===== src/rtl/wb_arb_pkg.sv =====
// Shared types and defaults for the two-master Wishbone-classic port arbiter.
// Latency: none (types and constants only).
// Backpressure: n/a.
//
// Contents:
//   arb_state_t - arbiter FSM states (IDLE, BUSY_I, BUSY_D)
//   grant_t     - identity of the master that owns (or last owned) the bus
//   DEF_*       - default parameter values for the arbiter and its sub-blocks
//   cnt_width() - register width needed to count 0 .. cycles-1
package wb_arb_pkg;

  localparam int DEF_ADDR_WIDTH     = 32;
  localparam int DEF_DATA_WIDTH     = 32;
  localparam int DEF_TIMEOUT_CYCLES = 255;

  typedef enum logic [1:0] {
    IDLE   = 2'd0,
    BUSY_I = 2'd1,
    BUSY_D = 2'd2
  } arb_state_t;

  typedef enum logic {
    GRANT_I = 1'b0,
    GRANT_D = 1'b1
  } grant_t;

  // The counter only ever needs to reach cycles-1. A zero or one cycle
  // budget still gets a 1-bit register so the port widths stay legal.
  function automatic int cnt_width(input int cycles);
    return (cycles > 1) ? $clog2(cycles) : 1;
  endfunction

endpackage


===== src/rtl/arb_timeout_counter.sv =====
// Per-transaction watchdog: counts busy cycles without an acknowledge.
// Latency: expired is a registered decode, valid in the cycle count reaches TIMEOUT_CYCLES-1.
// Backpressure: none; clear has priority over enable, expired is tied 0 when TIMEOUT_CYCLES == 0.
//
// Ports:
//   clk, rst_n - clock and synchronous active-low reset
//   clear      - restart from 0 (asserted on each new grant)
//   enable     - count this cycle (busy and no acknowledge)
//   expired    - count has reached TIMEOUT_CYCLES-1
module arb_timeout_counter
  import wb_arb_pkg::*;
#(
  parameter int TIMEOUT_CYCLES = DEF_TIMEOUT_CYCLES
) (
  input  logic clk,
  input  logic rst_n,
  input  logic clear,
  input  logic enable,
  output logic expired
);

  localparam int CW    = cnt_width(TIMEOUT_CYCLES);
  localparam int LIMIT = (TIMEOUT_CYCLES > 0) ? TIMEOUT_CYCLES - 1 : 0;

  logic [CW-1:0] count;

  // Wrap-around is harmless: the arbiter leaves BUSY in the cycle expired
  // is seen, and the next grant clears the count before it matters again.
  always_ff @(posedge clk) begin
    if (!rst_n) begin
      count <= '0;
    end else if (clear) begin
      count <= '0;
    end else if (enable) begin
      count <= count + 1'b1;
    end
  end

  generate
    if (TIMEOUT_CYCLES == 0) begin : g_disabled
      assign expired = 1'b0;
    end else begin : g_enabled
      assign expired = (count == CW'(LIMIT));
    end
  endgenerate

endmodule


===== src/rtl/wb_port_arbiter.sv =====
// Round-robin arbiter sharing one Wishbone-classic slave between the fetch (i) and data (d) ports.
// Latency: request in IDLE at cycle N -> m_cyc at N+1; slave ack is returned to the master combinationally.
// Backpressure: grant is held for the whole transaction; the other master simply waits with its request up.
//
// Ports:
//   sys_clk, rst_n              - clock and synchronous active-low reset
//   i_cyc/i_stb/i_addr          - instruction-fetch request (read-only)
//   i_rdata/i_ack/i_err         - fetch response; err means the slave timed out
//   d_cyc/d_stb/d_we/d_wstrb/
//   d_addr/d_wdata              - data-port request
//   d_rdata/d_ack/d_err         - data response; err means the slave timed out
//   m_cyc/m_stb/m_we/m_wstrb/
//   m_addr/m_wdata              - registered shared-bus request, stable while busy
//   m_rdata/m_ack               - shared-bus response
module wb_port_arbiter
  import wb_arb_pkg::*;
#(
  parameter int ADDR_WIDTH     = DEF_ADDR_WIDTH,
  parameter int DATA_WIDTH     = DEF_DATA_WIDTH,
  parameter int TIMEOUT_CYCLES = DEF_TIMEOUT_CYCLES
) (
  input  logic                    sys_clk,
  input  logic                    rst_n,

  input  logic                    i_cyc,
  input  logic                    i_stb,
  input  logic [ADDR_WIDTH-1:0]   i_addr,
  output logic [DATA_WIDTH-1:0]   i_rdata,
  output logic                    i_ack,
  output logic                    i_err,

  input  logic                    d_cyc,
  input  logic                    d_stb,
  input  logic                    d_we,
  input  logic [DATA_WIDTH/8-1:0] d_wstrb,
  input  logic [ADDR_WIDTH-1:0]   d_addr,
  input  logic [DATA_WIDTH-1:0]   d_wdata,
  output logic [DATA_WIDTH-1:0]   d_rdata,
  output logic                    d_ack,
  output logic                    d_err,

  output logic                    m_cyc,
  output logic                    m_stb,
  output logic                    m_we,
  output logic [DATA_WIDTH/8-1:0] m_wstrb,
  output logic [ADDR_WIDTH-1:0]   m_addr,
  output logic [DATA_WIDTH-1:0]   m_wdata,
  input  logic [DATA_WIDTH-1:0]   m_rdata,
  input  logic                    m_ack
);

  arb_state_t state_q, state_d;
  grant_t     last_grant_q, last_grant_d;

  logic i_req, d_req;
  logic grant_i, grant_d;
  logic busy_i, busy_d;
  logic i_live, d_live;
  logic tmo_clear, tmo_enable, tmo_expired;

  assign i_req  = i_cyc & i_stb;
  assign d_req  = d_cyc & d_stb;
  assign busy_i = (state_q == BUSY_I);
  assign busy_d = (state_q == BUSY_D);

  // A transaction can only complete while its owner still holds cyc (an
  // abort beats a coincident ack) and while reset is released (a reset in
  // the middle of a transfer must not leak a stray ack or err).
  assign i_live = busy_i & i_cyc & rst_n;
  assign d_live = busy_d & d_cyc & rst_n;

  arb_timeout_counter #(
    .TIMEOUT_CYCLES (TIMEOUT_CYCLES)
  ) u_timeout (
    .clk     (sys_clk),
    .rst_n   (rst_n),
    .clear   (tmo_clear),
    .enable  (tmo_enable),
    .expired (tmo_expired)
  );

  // Next-state, grant decision and master-side responses.
  always_comb begin
    state_d      = state_q;
    last_grant_d = last_grant_q;
    grant_i      = 1'b0;
    grant_d      = 1'b0;
    i_ack        = 1'b0;
    i_err        = 1'b0;
    d_ack        = 1'b0;
    d_err        = 1'b0;
    i_rdata      = '0;
    d_rdata      = '0;

    case (state_q)
      IDLE: begin
        // On a tie the master that did not win last time goes first.
        if (i_req && (!d_req || (last_grant_q == GRANT_D))) begin
          grant_i = 1'b1;
        end else if (d_req) begin
          grant_d = 1'b1;
        end

        if (grant_i) begin
          state_d      = BUSY_I;
          last_grant_d = GRANT_I;
        end else if (grant_d) begin
          state_d      = BUSY_D;
          last_grant_d = GRANT_D;
        end
      end

      BUSY_I: begin
        if (!i_cyc || m_ack || tmo_expired) begin
          state_d = IDLE;
        end
      end

      BUSY_D: begin
        if (!d_cyc || m_ack || tmo_expired) begin
          state_d = IDLE;
        end
      end

      default: begin
        state_d = IDLE;
      end
    endcase

    // Ack wins over a timeout landing in the same cycle.
    i_ack = i_live & m_ack;
    i_err = i_live & ~m_ack & tmo_expired;
    d_ack = d_live & m_ack;
    d_err = d_live & ~m_ack & tmo_expired;

    if (i_ack) begin
      i_rdata = m_rdata;
    end
    if (d_ack) begin
      d_rdata = m_rdata;
    end
  end

  assign tmo_clear  = grant_i | grant_d;
  assign tmo_enable = (busy_i | busy_d) & ~m_ack;

  // State, round-robin pointer and the registered shared-bus request.
  // The request fields are captured once at grant so they cannot change
  // under the slave, whatever the master does with its own bus meanwhile.
  always_ff @(posedge sys_clk) begin
    if (!rst_n) begin
      state_q      <= IDLE;
      last_grant_q <= GRANT_D;
      m_cyc        <= 1'b0;
      m_stb        <= 1'b0;
      m_we         <= 1'b0;
      m_wstrb      <= '0;
      m_addr       <= '0;
      m_wdata      <= '0;
    end else begin
      state_q      <= state_d;
      last_grant_q <= last_grant_d;

      if (grant_i) begin
        // Fetches are reads: no write enable or byte lanes on the bus.
        m_cyc   <= 1'b1;
        m_stb   <= 1'b1;
        m_we    <= 1'b0;
        m_wstrb <= '0;
        m_addr  <= i_addr;
        m_wdata <= '0;
      end else if (grant_d) begin
        m_cyc   <= 1'b1;
        m_stb   <= 1'b1;
        m_we    <= d_we;
        m_wstrb <= d_wstrb;
        m_addr  <= d_addr;
        m_wdata <= d_wdata;
      end else if (state_d == IDLE) begin
        m_cyc <= 1'b0;
        m_stb <= 1'b0;
      end
    end
  end

endmodule


===== config.mk =====
export PLATFORM = sky130hd
export DESIGN_NAME = wb_port_arbiter
export DESIGN_NICKNAME = d
export VERILOG_FILES = /design/src/rtl/wb_arb_pkg.sv /design/src/rtl/arb_timeout_counter.sv /design/src/rtl/wb_port_arbiter.sv
export SDC_FILE = /design/constraint.sdc
export NUM_CORES = 1
export LEC_CHECK = 0
export ABC_AREA = 0
export ABC_CLOCK_PERIOD_IN_PS = 2000
export CAP_MARGIN = 20
export CORE_MARGIN = 3
export CORE_UTILIZATION = 35
export CTS_CLUSTER_DIAMETER = 40
export DETAILED_ROUTE_END_ITERATION = 12
export PLACE_DENSITY = 0.82
export SLEW_MARGIN = 10
export SYNTH_ARGS = -nofsm -noshare
export SYNTH_HDL_FRONTEND = slang
export SYNTH_SLANG_ARGS = --single-unit
export TNS_END_PERCENT = 1

===== constraint.sdc =====
create_clock -name sys_clk -period 2 [get_ports sys_clk]
set_clock_uncertainty 0.2 [all_clocks]
set_input_delay 0.3 -clock sys_clk [delete_from_list [all_inputs] [get_ports sys_clk]]
set_output_delay 0.3 -clock sys_clk [all_outputs]
set_load 0.01 [all_outputs]

Word level (Yosys, flattened, before mapping)
Index checks and enable logic that the tools add are counted.

word-level totals
  bits in registers = 81
  bits in latches = 0
  bits in writable memories = 0
  memory bits (read-only) = 0
  input bits = 140
  output and inout port bits = 139
  word-level logic and storage cells = 67
  memories kept = 0

operators by class
  $add $sub $neg = 1
  multiply operators = 0
  divide/modulo/power cells = 0
  $lt $le $gt $ge = 0
  equality and inequality tests = 3
  shift operators = 0
  multiplexer cells = 21
  bitwise logic cells = 17
  reduce and logical (&&, ||, !) cells = 17

operators by type and width
  cell                   number
  $mux W32               4
  $and A1 B1 Y1          13
  $mux W1                12
  $add A8 B1 Y8 const B  1
  $eq A8 B8 Y1 const B   1
  $mux W2                4
  $pmux W2 S3            1
  $logic_or A1 B1 Y1     5
  $logic_not A2 Y1       2
  $reduce_bool A2 Y1     2
  $reduce_or A2 Y1       2
  $logic_not A1 Y1       3
  $reduce_bool A3 Y1     1
  $eq A2 B1 Y1 const B   1
  $eq A2 B2 Y1 const B   1
  $not A1 Y1             2
  $or A1 B1 Y1           2
  $reduce_and A2 Y1      1
  $logic_and A1 B1 Y1    1

Longest topological paths before layout
Gate-level depths: netlist (run 1).

  word-level depth = 13
  gate-level depth with buffers = 9
  mapped depth without buffers = 6

Modules after synthesis
A second synthesis (run 1) with hierarchy kept.

unflattened totals
  cell total of the unflattened synthesis = 461
  area total of the unflattened synthesis = 3876.2 um^2

modules (own cells, without submodules)
  module               instances  cells an instance  area an instance (um^2)  sequential area each (um^2)
  wb_port_arbiter      1          419                3510.9                   1461.4
  arb_timeout_counter  1          42                 365.4                    160.2

Worst setup path after synthesis (run 1)
OpenSTA, ideal clock, no wires.

  path kind = register to output
  from = register state_q[0]
  to = output d_rdata[22]
  arrival = 1.298 ns
  data required time = 1.500 ns
  path slack = 0.202 ns
  cell stages (with the launch flop) = 7
  path buffers = 1
  path through = dfxtp_1 inv_1 ha_1 nand2_1 nor2_1 clkbuf_1 and2_1

between the ends
  word-level cells in the longest chain between the ends = 5

RTL lines
  item                         line                    RTL
  from (decl)                  wb_port_arbiter.sv:52   arb_state_t state_q, state_d;
  from (signal assigned)       wb_port_arbiter.sv:161  state_q <= state_d;
  $eq A2 B2 Y1                 wb_port_arbiter.sv:64   assign busy_d = (state_q == BUSY_D);
  $and A1 B1 Y1 (2 in series)  wb_port_arbiter.sv:70   assign d_live = busy_d & d_cyc & rst_n;
  $and A1 B1 Y1                wb_port_arbiter.sv:133  d_ack = d_live & m_ack;
  via d_ack                    wb_port_arbiter.sv:39   output logic d_ack,
  $mux W32                     wb_port_arbiter.sv:139  if (d_ack) begin
  to (decl)                    wb_port_arbiter.sv:38   output logic [DATA_WIDTH-1:0] d_rdata,

The timed path passes the listed nets, and every way through them passes these cells.

Final worst setup path (run 1)
  from = register u_timeout.count[4]
  to = output d_err

between the ends
  word-level cells in the longest chain between the ends = 2

RTL lines
  item                    line                       RTL
  from (decl)             arb_timeout_counter.sv:25  logic [CW-1:0] count;
  from (signal assigned)  arb_timeout_counter.sv:35  count <= count + 1'b1;
  $eq A8 B8 Y1            arb_timeout_counter.sv:43  assign expired = (count == CW'(LIMIT));
  $and A1 B1 Y1           wb_port_arbiter.sv:134     d_err = d_live & ~m_ack & tmo_expired;
  to (decl)               wb_port_arbiter.sv:40      output logic d_err,

Every way passes these cells.

==> key figures, run 1 <==
Floorplanning
  – Die footprint: 12,300 µm²
  – IO Pins: 279
  – Core Area: 10,500 µm²
  – Die Width: 111 µm
  – Die Span Y: 111 µm
  – Starting Density: 0.366
  – Num rows: 37

Synthesis
  – Synthesized area per cell: 8.41 µm²
  – Yosys warns: 0
  – Netlist cell types: 34
  – Seq/Total Area, Yosys: 0.422
  – Yosys reg bits: 81
  – Synth Instances: ~460
  – Syn Nets: ~600
  – Cell Area, Synth: 3840 µm²

Layout
  – Register area: approximately 1600 µm²
  – Most common cell after layout, fill and taps aside: clkdlybuf4s50_1
  – Most frequent cells in the layout: clkdlybuf4s50_1, nand2_1, dfxtp_1, buf_2, and2_1
  – Share of cells above drive strength 1: 0.218
  – Combined area of the multi-input logic cells: ~2100 µm²
  – Fin util: 0.685
  – Fin area: 7190 µm²
  – Filler cells: 818
  – Layout area overhead: 87.3%
  – Final #Nets: roughly 900

Critical path
  – RR Endpoint: m_stb
  – Crit path max-delay cell type: or4_4
  – CP Launch Point: u_timeout.count[4]
  – Worst Path Class, Setup: reg2out
  – Reg2reg path depth: 11
  – Crit-path cells: nand4_1, or4_4, nor2_2, buf_2
  – Worst EP required: 1.50 ns
  – Startpoint Class: register
  – CP Capture Point: d_err
  – CP arrival: 1.64 ns
  – Worst r2r src: u_timeout.count[0]
  – Crit end category: output pin
  – Crit Path Max Fanout: 2
  – CP max stage delay: about 0.56 ns
  – Reg2Reg Setup Slack: -0.06 ns

Timing
  – Final WS setup: -0.144 ns
  – Slew of the pin with the lowest slew margin: roughly 0.38 ns
  – Setup violators final: 69
  – Period utilisation layout: 1.07
  – Fmax: 0.467 GHz
  – RSZ-0062 raised after global routing: yes
  – Final min period: about 2.1 ns
  – Slew Limit Fails: 0
  – Slew headroom: 0.744
  – Final hold violations: 0

CTS
  – CTS Hold Bufs: 0
  – Root Buffer: clkbuf_8
  – CTS buffer count: 9
  – TritonCTS clock tree: built
  – Worst-case clock buffer depth: 2
  – H-tree Lvls: 3
  – Clock Pin Slew Worst Setup and Hold Paths: 0.09 ns
  – Sink Count: 81
  – Clock Latency Late Sink: ~0.34 ns

Min path
  – WHS Path Cells: 2
  – Hold Path Class: reg2reg

Power and ir drop
  – PD cells: 593 nW/µm²
  – Static Leak: 2.94 nW
  – Peak supply drop: 356 µV

Routing
  – Wirelength per Cell: 17.1 µm
  – Routed Wire Length: 15.4 mm
  – Vias: 4,378
  – DRC: 0
  – DRT iter0 DRCs: 212
  – Antenna Violating Nets Remaining: 0
  – Drt via density: 4.87
  – Pre-Repair DR Iteration Count: 5

Placement
  – Dpl hpwl: 11.6 mm
  – PortBufs: about 280
  – Final RePlAce weighted congestion: 0.913
  – Post-DP Area: 6930 µm²
  – Setup slack at placement: -0.622 ns

Global routing
  – All-Layer GR Usage: 0.233
  – Initial antenna violation count: 2
  – Pin count of the biggest net entering global routing: 45
  – Vias in the first global route: about 4,400
  – Grt total ovfl: 0
  – First-pass GRT wire length: 23.1 mm

Run status
  – Failing checks: negative setup slack
  – Status: finished, violations left

Job
  – Max_cap viols: 0
## synth_stat cells
master / number / share of area
xor2_1: 3 / 0.0068
nor2b_1: 2 / 0.0033
inv_1: 6 / 0.0059
o211ai_1: 1 / 0.0020
dfxtp_1: 81 / 0.42
a22o_1: 1 / 0.0023
nand4b_1: 1 / 0.0023
buf_6: 5 / 0.015
o211a_1: 1 / 0.0026
ha_1: 6 / 0.020
or4_1: 1 / 0.0020
buf_4: 2 / 0.0039
nor3b_1: 1 / 0.0020
nor2_1: 46 / 0.045
nand2_1: 80 / 0.078
a31oi_1: 1 / 0.0016
and3_1: 1 / 0.0016
mux2i_1: 32 / 0.083
nand2b_1: 2 / 0.0033
a21oi_1: 39 / 0.051
nand4_1: 4 / 0.0065
nor3b_2: 1 / 0.0033
and2_1: 64 / 0.10
nor3_1: 3 / 0.0039
o22ai_1: 1 / 0.0016
inv_2: 1 / 0.00098
xnor2_1: 4 / 0.0091
buf_2: 8 / 0.010
nand3b_1: 2 / 0.0039
buf_12: 3 / 0.016
clkbuf_1: 16 / 0.016
nand3_1: 3 / 0.0039
o21ai_0: 1 / 0.0013
a211oi_1: 34 / 0.066
## registers in the layout, summed over array words and instances, names as in the netlist
signal           cells
state_q              2
u_timeout.count      8
m_addr              32
m_wstrb              4
last_grant_q         1
m_wdata             32
m_stb                1
m_we                 1
## power by group
group          leakage, nW  switching [mW]  internal [mW]
combinational         2.16           0.465          0.645
sequential           0.665          0.0640           1.73
clock                0.117           0.636          0.727
## stage by stage
stage	total power [mW]	setup TNS [ns]	cells	hold slack [ns]
final	4.26	-6.26	899	0.256
after global routing	4.47	-12.55	899	0.274
after CTS	4.28	-8.13	896	0.260
after detailed placement	2.91	-47.69	870	0.246
after global placement	2.88	-42.49	870	0.242
after floorplan	2.26	0	457	0.189
## logic make-up (layout without fill, tap and decap cells)
group           after synthesis  in the layout  synth area share
mux                          32             32            0.0834
xor+xnor                      7              7            0.0160
compound gates               79             79             0.129
flops                        81             81             0.422
fa+ha+maj                     6              6            0.0195
other cells                   0              2                 0
simple gates                211            211             0.263
buf+inv                      41            345            0.0671
## per-layer routing
layer  GRT usage  share of wire  up-vias
li1            -              -     2127
met1       0.227           0.34     1981
met2       0.447           0.54      226
met3      0.0562          0.066       44
met4       0.125          0.048        0
met5           0              0        -
## worst max-delay path: cells and delay by family, from the launching register on
kind                   cells  cell delay [ns]
AND/OR/NAND/NOR            3             0.82
buffers and inverters      1             0.14
flip-flops                 1             0.35
## how the worst min path moves through the flow
stage,start,to
after floorplan,rst_n,last_grant_q
after global placement,m_wdata[25],m_wdata[25]
after detailed placement,m_wdata[14],m_wdata[14]
after CTS,m_wdata[14],m_wdata[14]
after global routing,m_wdata[27],m_wdata[27]
final,m_wstrb[2],m_wstrb[2]
## area by class of cell
class,count,area share
Antenna cell,2,0.000696
Clock buffer,9,0.0172
Clock inverter,7,0.0155
Inverter,7,0.00435
Multi-Input combinational cell,335,0.296
Sequential cell,81,0.227
Tap cell,136,0.0237
Timing Repair Buffer,322,0.416
## repair_timing
item	CTS	global route
gates resized for setup	296	49
setup buffers	8	1
gates cloned	2	1
pin swaps	10	17
endpoints found under the setup margin	68	118
Power figures use the tool's default switching activity.
==> run 2: changes to the inputs <==
--- a/config.mk
+++ b/config.mk
@@ -6,7 +6,6 @@
 export NUM_CORES = 1
 export LEC_CHECK = 0
 export ABC_AREA = 0
-export ABC_CLOCK_PERIOD_IN_PS = 2000
 export CAP_MARGIN = 20
 export CORE_MARGIN = 3
 export CORE_UTILIZATION = 35
==> results of run 2 <==
Same layout as run 1: the final DEF is identical, and so are final timing and power.
